--- src/rtl/nrdiv_seq_ctrl_if.sv ---
// Request/result bundle between a requesting unit and the divide controller.
interface nrdiv_seq_ctrl_if #(
    parameter int W = 24
);
    logic         start;
    logic [W-1:0] dividend;
    logic [W-1:0] divisor;
    logic         busy;
    logic         done;
    logic [W-1:0] quotient;
    logic [W-1:0] remainder;
    logic         dbz;

    modport master (
        output start, dividend, divisor,
        input  busy, done, quotient, remainder, dbz
    );

    modport slave (
        input  start, dividend, divisor,
        output busy, done, quotient, remainder, dbz
    );
endinterface

--- src/rtl/nrdiv_seq_ctrl.sv ---
// Iterative unsigned non-restoring divider, one quotient bit per clock.
//
//   state  | meaning
//   -------+-----------------------------------------------------------
//   IDLE   | waiting for start; also finishes a pending divide-by-zero
//   RUN    | one shift/add-or-subtract step per clock, W steps in total
//   FIX    | final remainder correction, publish result, pulse done
module nrdiv_seq_ctrl #(
    parameter int W  = 24,
    parameter int CW = 5
) (
    input  logic            clk,
    input  logic            rst,
    nrdiv_seq_ctrl_if.slave bus
);

    typedef enum logic [1:0] {
        S_IDLE = 2'd0,
        S_RUN  = 2'd1,
        S_FIX  = 2'd2
    } state_t;

    state_t        state_q, state_d;
    logic [W:0]    a_q, a_d;
    logic [W-1:0]  q_q, q_d;
    logic [W:0]    m_q, m_d;
    logic [CW-1:0] cnt_q, cnt_d;
    logic          dbz_pend_q, dbz_pend_d;
    logic          done_q, done_d;
    logic          dbz_q, dbz_d;
    logic [W-1:0]  quot_q, quot_d;
    logic [W-1:0]  rem_q, rem_d;

    // A is one bit wider than the operands so the partial remainder stays in
    // [-M, M) after every step even for a full-range divisor.
    logic [W:0] a_sh;
    logic [W:0] a_step;
    logic [W:0] a_fix;

    // Datapath for one non-restoring step and the final correction.
    always_comb begin
        a_sh   = {a_q[W-1:0], q_q[W-1]};
        a_step = a_q[W] ? (a_sh + m_q) : (a_sh - m_q);
        a_fix  = a_q[W] ? (a_q + m_q) : a_q;
    end

    // Next-state and result logic.
    always_comb begin
        state_d    = state_q;
        a_d        = a_q;
        q_d        = q_q;
        m_d        = m_q;
        cnt_d      = cnt_q;
        dbz_pend_d = 1'b0;
        done_d     = 1'b0;
        dbz_d      = dbz_q;
        quot_d     = quot_q;
        rem_d      = rem_q;
        unique case (state_q)
            S_IDLE: begin
                if (dbz_pend_q) begin
                    // Divide-by-zero: dividend was parked in Q at acceptance.
                    done_d = 1'b1;
                    dbz_d  = 1'b1;
                    quot_d = '1;
                    rem_d  = q_q;
                end else if (bus.start) begin
                    q_d = bus.dividend;
                    if (bus.divisor != '0) begin
                        a_d     = '0;
                        m_d     = {1'b0, bus.divisor};
                        cnt_d   = '0;
                        state_d = S_RUN;
                    end else begin
                        dbz_pend_d = 1'b1;
                    end
                end
            end
            S_RUN: begin
                a_d   = a_step;
                q_d   = {q_q[W-2:0], ~a_step[W]};
                cnt_d = cnt_q + CW'(1);
                if (cnt_q == CW'(W - 1)) begin
                    state_d = S_FIX;
                end
            end
            S_FIX: begin
                a_d     = a_fix;
                quot_d  = q_q;
                rem_d   = a_fix[W-1:0];
                dbz_d   = 1'b0;
                done_d  = 1'b1;
                state_d = S_IDLE;
            end
            default: begin
                state_d = S_IDLE;
            end
        endcase
    end

    // State, working registers and held results.
    always_ff @(posedge clk or posedge rst) begin
        if (rst) begin
            state_q    <= S_IDLE;
            a_q        <= '0;
            q_q        <= '0;
            m_q        <= '0;
            cnt_q      <= '0;
            dbz_pend_q <= 1'b0;
            done_q     <= 1'b0;
            dbz_q      <= 1'b0;
            quot_q     <= '0;
            rem_q      <= '0;
        end else begin
            state_q    <= state_d;
            a_q        <= a_d;
            q_q        <= q_d;
            m_q        <= m_d;
            cnt_q      <= cnt_d;
            dbz_pend_q <= dbz_pend_d;
            done_q     <= done_d;
            dbz_q      <= dbz_d;
            quot_q     <= quot_d;
            rem_q      <= rem_d;
        end
    end

    assign bus.busy      = (state_q == S_RUN) || (state_q == S_FIX);
    assign bus.done      = done_q;
    assign bus.dbz       = dbz_q;
    assign bus.quotient  = quot_q;
    assign bus.remainder = rem_q;

endmodule

--- src/flat_wrapper.sv ---
// flat-port wrapper written by rule: the top's interface ports become plain ports
module nrdiv_seq_ctrl_flat 
#(
    parameter int W  = 24,
    parameter int CW = 5
)
  (clk, rst, bus_start, bus_dividend, bus_divisor, bus_busy, bus_done, bus_quotient, bus_remainder, bus_dbz);
  nrdiv_seq_ctrl_if #(.W(W)) bus_i ();
  input  logic clk;
  input  logic rst;
  input wire logic [$bits(bus_i.start)-1:0] bus_start;
  input wire logic [$bits(bus_i.dividend)-1:0] bus_dividend;
  input wire logic [$bits(bus_i.divisor)-1:0] bus_divisor;
  output wire logic [$bits(bus_i.busy)-1:0] bus_busy;
  output wire logic [$bits(bus_i.done)-1:0] bus_done;
  output wire logic [$bits(bus_i.quotient)-1:0] bus_quotient;
  output wire logic [$bits(bus_i.remainder)-1:0] bus_remainder;
  output wire logic [$bits(bus_i.dbz)-1:0] bus_dbz;
  assign bus_i.start = bus_start;
  assign bus_i.dividend = bus_dividend;
  assign bus_i.divisor = bus_divisor;
  assign bus_busy = bus_i.busy;
  assign bus_done = bus_i.done;
  assign bus_quotient = bus_i.quotient;
  assign bus_remainder = bus_i.remainder;
  assign bus_dbz = bus_i.dbz;
  nrdiv_seq_ctrl #(.W(W), .CW(CW)) u_core (.clk(clk), .rst(rst), .bus(bus_i));
endmodule
--- config.mk ---
export PLATFORM = sky130hd
export DESIGN_NAME = nrdiv_seq_ctrl_flat
export DESIGN_NICKNAME = d
export VERILOG_FILES = /design/src/rtl/nrdiv_seq_ctrl_if.sv /design/src/rtl/nrdiv_seq_ctrl.sv /design/src/flat_wrapper.sv
export SDC_FILE = /design/constraint.sdc
export NUM_CORES = 1
export LEC_CHECK = 0
export CORE_UTILIZATION = 52
export CTS_CLUSTER_DIAMETER = 100
export DETAILED_ROUTE_END_ITERATION = 12
export MAX_ROUTING_LAYER = met4
export PLACE_DENSITY = 0.83
export SYNTH_ARGS = -nofsm -noshare
export SYNTH_HDL_FRONTEND = slang
export SYNTH_SLANG_ARGS = --single-unit
--- constraint.sdc ---
create_clock -name clk -period 5.1 [get_ports clk]
set_input_delay 0.51 -clock clk [delete_from_list [all_inputs] [get_ports clk]]
set_output_delay 0.51 -clock clk [all_outputs]
set_load 0.1 [all_outputs]
; ---- Word level (Yosys, flattened, before mapping)
; Index checks and enable logic that the tools add are counted.
[op_classes]
n_addsub = 4
eq_ne = 8
n_mux = 30
bitwise = 2
n_reduce_logical = 12
[op_table]
columns = op, n
row1 = 24-bit one-hot mux with 2 select lines, 3
row2 = 25-bit 2-to-1 mux, 5
row3 = 24-bit 2-to-1 mux, 4
row4 = 25-bit one-hot mux with 3 select lines, 1
row5 = 25-bit by 24-bit adder with 25-bit output, 2
row6 = 25-bit by 24-bit subtractor with 25-bit output, 1
row7 = 24-bit nonzero test, 1
row8 = 4-bit AND reduction, 4
row9 = 5-bit 2-to-1 mux, 3
row10 = 5-bit one-hot mux with 2 select lines, 1
row11 = 2-bit 2-to-1 mux, 4
row12 = 1-bit 2-to-1 mux, 6
row13 = 2-bit by 1-bit inequality test with 1-bit output (second input constant), 3
row14 = 5-bit by 1-bit adder with 5-bit output (second input constant), 1
row15 = 5-bit == test (second input constant), 1
row16 = 2-bit inequality test (second input constant), 2
row17 = 1-bit one-hot mux with 2 select lines, 2
row18 = 2-bit one-hot mux with 2 select lines, 1
row19 = 2-bit nonzero test, 2
row20 = 3-bit AND reduction, 1
row21 = 3-bit nonzero test, 1
row22 = 2-bit by 1-bit == test with 1-bit output (second input constant), 1
row23 = 2-bit == test (second input constant), 1
row24 = 2-bit logical NOT, 1
row25 = 3 further kinds, 4
[totals]
register_bits = 131
inputBits = 51
output_inout_bits = 51
elab_cells = 66

; ---- Logic depth before layout (Yosys ltp)
[logic_depth]
word_depth = 5
mapped_depth = 15
depth_no_buf = 15

; ---- Worst setup path after synthesis
; OpenSTA, ideal clock, no wires.
[synth_path]
kind = register to register
from = register u_core.m_q[2]
to = register u_core.a_q[21]
setup_ns = 0.087
arrival_time_ns = 3.579
t_required_ns = 5.013
slack_ns = 1.435
stages_incl_launch_ff = 15
path_buffers = 0
synth_period_minus_slack_ns = 3.665
cell_sequence = dfrtp_1 -> or3_4 -> nor4_1 -> nand3_1 -> nor2_1 -> a21oi_1 -> xor2_1 -> ha_1 -> and4_1 -> a221o_1 -> a22o_1 -> a311oi_1 -> xor2_1 -> or3_1 -> o211ai_1
[synth_via]
elab_chain_cells = 3
word_cells_on_any_way = 6
cone_classes = add/sub: 3 / mux: 3
[synth_lines]
columns = element, line_no
row1 = start: declaration, nrdiv_seq_ctrl.sv:26  ; logic [W:0] m_q, m_d;
row2 = start signal: assignment, nrdiv_seq_ctrl.sv:118  ; m_q <= m_d;
row3 = "25-bit by 24-bit adder with 25-bit output, or another cell as far along", nrdiv_seq_ctrl.sv:44  ; a_fix = a_q[W] ? (a_q + m_q) : a_q;
row4 = "25-bit 2-to-1 mux, on equally long branches", "nrdiv_seq_ctrl.sv:44, nrdiv_seq_ctrl.sv:43"
row5 = 25-bit one-hot mux with 3 select lines (*), nrdiv_seq_ctrl.sv:59  ; unique case (state_q)
row6 = end signal: assignment, nrdiv_seq_ctrl.sv:105  ; a_q <= '0;
row7 = end signal: assignment, nrdiv_seq_ctrl.sv:116  ; a_q <= a_d;
row8 = end: declaration, nrdiv_seq_ctrl.sv:24  ; logic [W:0] a_q, a_d;
; Mark *: on every way between the ends. The rest lies on a longest branch, timed or not.
; A chain may end at the register's enable or synchronous reset.

; ---- Worst setup path in the final report
; Ends and elaborated chain as after synthesis.

==> flow_summary.json <==
{
  "start_util_pct": 53.1,
  "die_width_um": 132,
  "worst_r2r_endpoint": "u_core.a_q[21]",
  "h-tree-depth": 4,
  "outcome": "completed",
  "synth_top_area_share_pct": 37.3,
  "drc": 0,
  "cts_buffer_depth": 2,
  "rsz0062_at_grt": "false",
  "critPathLaunchType": "flop",
  "syn_nets": 1076,
  "finalSetupViolCount": 0,
  "cts_buffers": 17,
  "holdBufCountCts": 0,
  "fin_cells": 1286,
  "worst_pin_slew_ns": 1.17,
  "drt_iter0_drc": 762,
  "maxCapViolCount": 0,
  "ys_warn_count": 0,
  "synth_cell_types": 66,
  "synth_seq_cells": 131,
  "dp_hpwl_um": 18100,
  "clock_skew_ns": 0.00859,
  "postCtsSetupBuffers": 0,
  "synthTopCellsByArea": "dfrtp_1 37%, ha_1 7.7%, a21oi_1 5.4%, nor2_1 4.3%, mux2_2 4.1%",
  "hp-class": "reg2reg",
  "synth_edf_count": 0,
  "muxShareOfSynthArea_pct": 7.08,
  "grt_overflow": 0,
  "fmax_mhz": 253,
  "core_mm2": 0.0165,
  "cts.sink_count": 131,
  "drt-total-wl_um": 24700,
  "cp_num_buf_inv": 1,
  "critical_path.max_fanout": 6,
  "rows": 47,
  "cp.arrival_ns": 4.28,
  "path_class": "reg2reg",
  "ys_seq_area_share_pct": 37.3,
  "grt_pass1_wl_um": 40600,
  "antenna_found_initial": 0,
  "antenna_left": 0,
  "vias_per_cell": 6.21,
  "fill_cells": 1377,
  "grt_util_all_layers_pct": 30.4,
  "synth_top_family_by_area": "compound AO/OA/AOI/OAI gates",
  "synth_area_per_cell_um2": 9.06,
  "drive_gt1_share_pct": 8.91,
  "gp_congestion": 0.981,
  "cts_resized": 0,
  "yosys.area_share.simple_pct": 14.9,
  "cp.required_ns": 5.43,
  "slowest_delay_ns": 0.44,
  "slew_headroom_pct": 21.7,
  "rrSetupSlack_ns": 1.15,
  "cp_num_cells": 15,
  "synth-main-ff-cell": "dfrtp_1",
  "tritoncts": "yes",
  "wire_per_inst_um": 19.2,
  "report.final.slew_viol_count": 0,
  "yosysTopAreaCell": "dfrtp_1",
  "grt_max_degree": 54,
  "synth-xor-area-share_pct": 5.97,
  "rr_startpoint": "u_core.m_q[2]",
  "root_buffer": "clkbuf_16",
  "portBuffers": 101,
  "clkTransAtPathRegs_ns": 0.06,
  "fin_crit_ns": 3.95,
  "holdPathStages": 1,
  "cp_slowest_cell": "dfrtp_1",
  "vias": 7981,
  "cp_common_cell": "xor2_1",
  "crit_chain": "or3_4, nor4_1, buf_4, nand3_1, nor2_1, a21oi_1, xor2_1, ha_1, and4_1, a221o_1, a22o_1, a311oi_1, xor2_1, or3_1, o211ai_1",
  "synth_compound_area_share_pct": 23.3,
  "finalNetCount": 1162,
  "io_pins": 102,
  "crit_end": "u_core.a_q[21]",
  "syn_inst": 969,
  "grt_pass1_vias": 7713,
  "die_area_mm2": 0.0174,
  "endpoint_kind": "flop",
  "fin_setup_tns_ns": 0,
  "antenna_cells": 0,
  "synthAdderAreaFrac_pct": 8.15,
  "period_share_pct": 77.4,
  "netlist_area_mm2": 0.00878,
  "drt-pass1-iter-count": 6,
  "dp.cells": 1256,
  "async_reset_ff_share_pct": 100,
  "cpLargestDelayFamily": "simple AND/OR/NAND/NOR gates",
  "r2r_cells": 15,
  "syn2layout_area_growth_pct": 20.9,
  "hold_viol_final": 0,
  "startpoint": "u_core.m_q[2]",
  "clk_latency_ns": 0.42,
  "die_y_um": 132
}
[placed cells by master, fill, tap and decap left out, drive strengths merged, types with 6 or more instances in the layout]
cell and n:
a211oi 10, a21o 23, a21oi 94, a22oi 11
a31oi 20, and2 6, buf 12, clkbuf 21
clkdlybuf4s50 101, dfrtp 131, ha 54, inv 32
mux2 33, mux2i 25, nand2 65, nand2b 15
nand3 13, nand4 12, nor2 101, nor2b 6
nor3 23, nor4 9, o211ai 8, o21ai 65
o21bai 7, o22a 28, o22ai 11, or2 6
xnor2 32, xor2 27
[cells in the mapped netlist, types with 5 or more instances]
| cell | number |
|---|---|
| nor4_1 | 8 |
| nor2b_1 | 6 |
| inv_1 | 29 |
| o21bai_1 | 7 |
| dfrtp_1 | 131 |
| clkbuf_1 | 36 |
| nor2_1 | 101 |
| nand2_1 | 65 |
| a211oi_1 | 10 |
| o21a_1 | 5 |
| nor3_1 | 22 |
| mux2i_1 | 25 |
| o22ai_1 | 11 |
| a31oi_1 | 20 |
| xnor2_1 | 31 |
| and2_1 | 6 |
| nand4_1 | 12 |
| nand2b_1 | 15 |
| o211ai_1 | 8 |
| o22a_1 | 28 |
| o21ai_0 | 44 |
| ha_1 | 54 |
| a22oi_1 | 11 |
| a21o_1 | 23 |
| nand3_1 | 13 |
| o21ai_1 | 21 |
| buf_1 | 10 |
| xor2_1 | 27 |
| a21oi_1 | 94 |
| mux2_2 | 32 |
[per-stage QoR]
stage / cell area, um2 / util, % / hold slack [ns] / setup WS, ns
3_5_place_dp: 10000 / 60.6 / 0.493 / 1.19
6_report: 10600 / 64.2 / 0.507 / 1.15
3_3_place_gp: 10000 / 60.6 / 0.489 / 1.23
2_1_floorplan: 8780 / - / 0.459 / 1.09
5_1_grt: 10600 / 64.2 / 0.532 / 0.834
4_1_cts: 10600 / 64.2 / 0.513 / 1.15
[sequential cells by signal, summed over array words and instances, names as in the netlist]
register,flops
u_core.a_q,25
u_core.bus.quotient,24
u_core.bus.remainder,24
u_core.m_q,24
u_core.q_q,24
u_core.cnt_q,5
u_core.state_q,2
u_core.bus.dbz,1
u_core.bus.done,1
u_core.dbz_pend_q,1
[per-layer routing]
metal / vias up / global-route usage (%) / part of all wire (%)
li1: 3740 / - / -
met1: 3900 / 38.4 / 43
met2: 283 / 50.0 / 49
met3: 58 / 3.88 / 4.8
met4: 0 / 11.4 / 3.1
met5: - / - / 0
[kinds of logic (layout without fill, tap and decap cells)]
group	after synthesis	in the layout
xor gates and xnor gates	59	59
buffers and inverters	75	172
adders and majority gates	56	56
and+or+nand+nor	273	273
AOI/OAI and AO/OA	317	317
muxes	58	58
DFF	131	131
[worst min-delay path by stage]
| stage | start | endpoint | slack, ns |
|---|---|---|---|
| 2_1_floorplan | u_core.cnt_q[3] | u_core.cnt_q[3] | 0.46 |
| 3_3_place_gp | u_core.bus.dbz | u_core.bus.dbz | 0.49 |
| 3_5_place_dp | u_core.cnt_q[3] | u_core.cnt_q[3] | 0.49 |
| 4_1_cts | u_core.bus.quotient[12] | u_core.bus.quotient[12] | 0.51 |
| 5_1_grt | u_core.bus.quotient[14] | u_core.bus.quotient[14] | 0.53 |
| 6_report | u_core.bus.quotient[12] | u_core.bus.quotient[12] | 0.51 |
[layout make-up]
class                   instances  area (um2)  share of cell area (%)
flip-flops and latches        131        3280                    30.9
clock buffers                  21         480                    4.53
repair buffers                113        1100                    10.4
clock inverters                 9         120                    1.13
inverters                      29         111                    1.05
multi-input cells             763        5240                    49.4
well taps                     220         275                    2.59
Power is not shown: default switching activity piles up to over one toggle a cycle in this logic, so the estimate is an artifact.
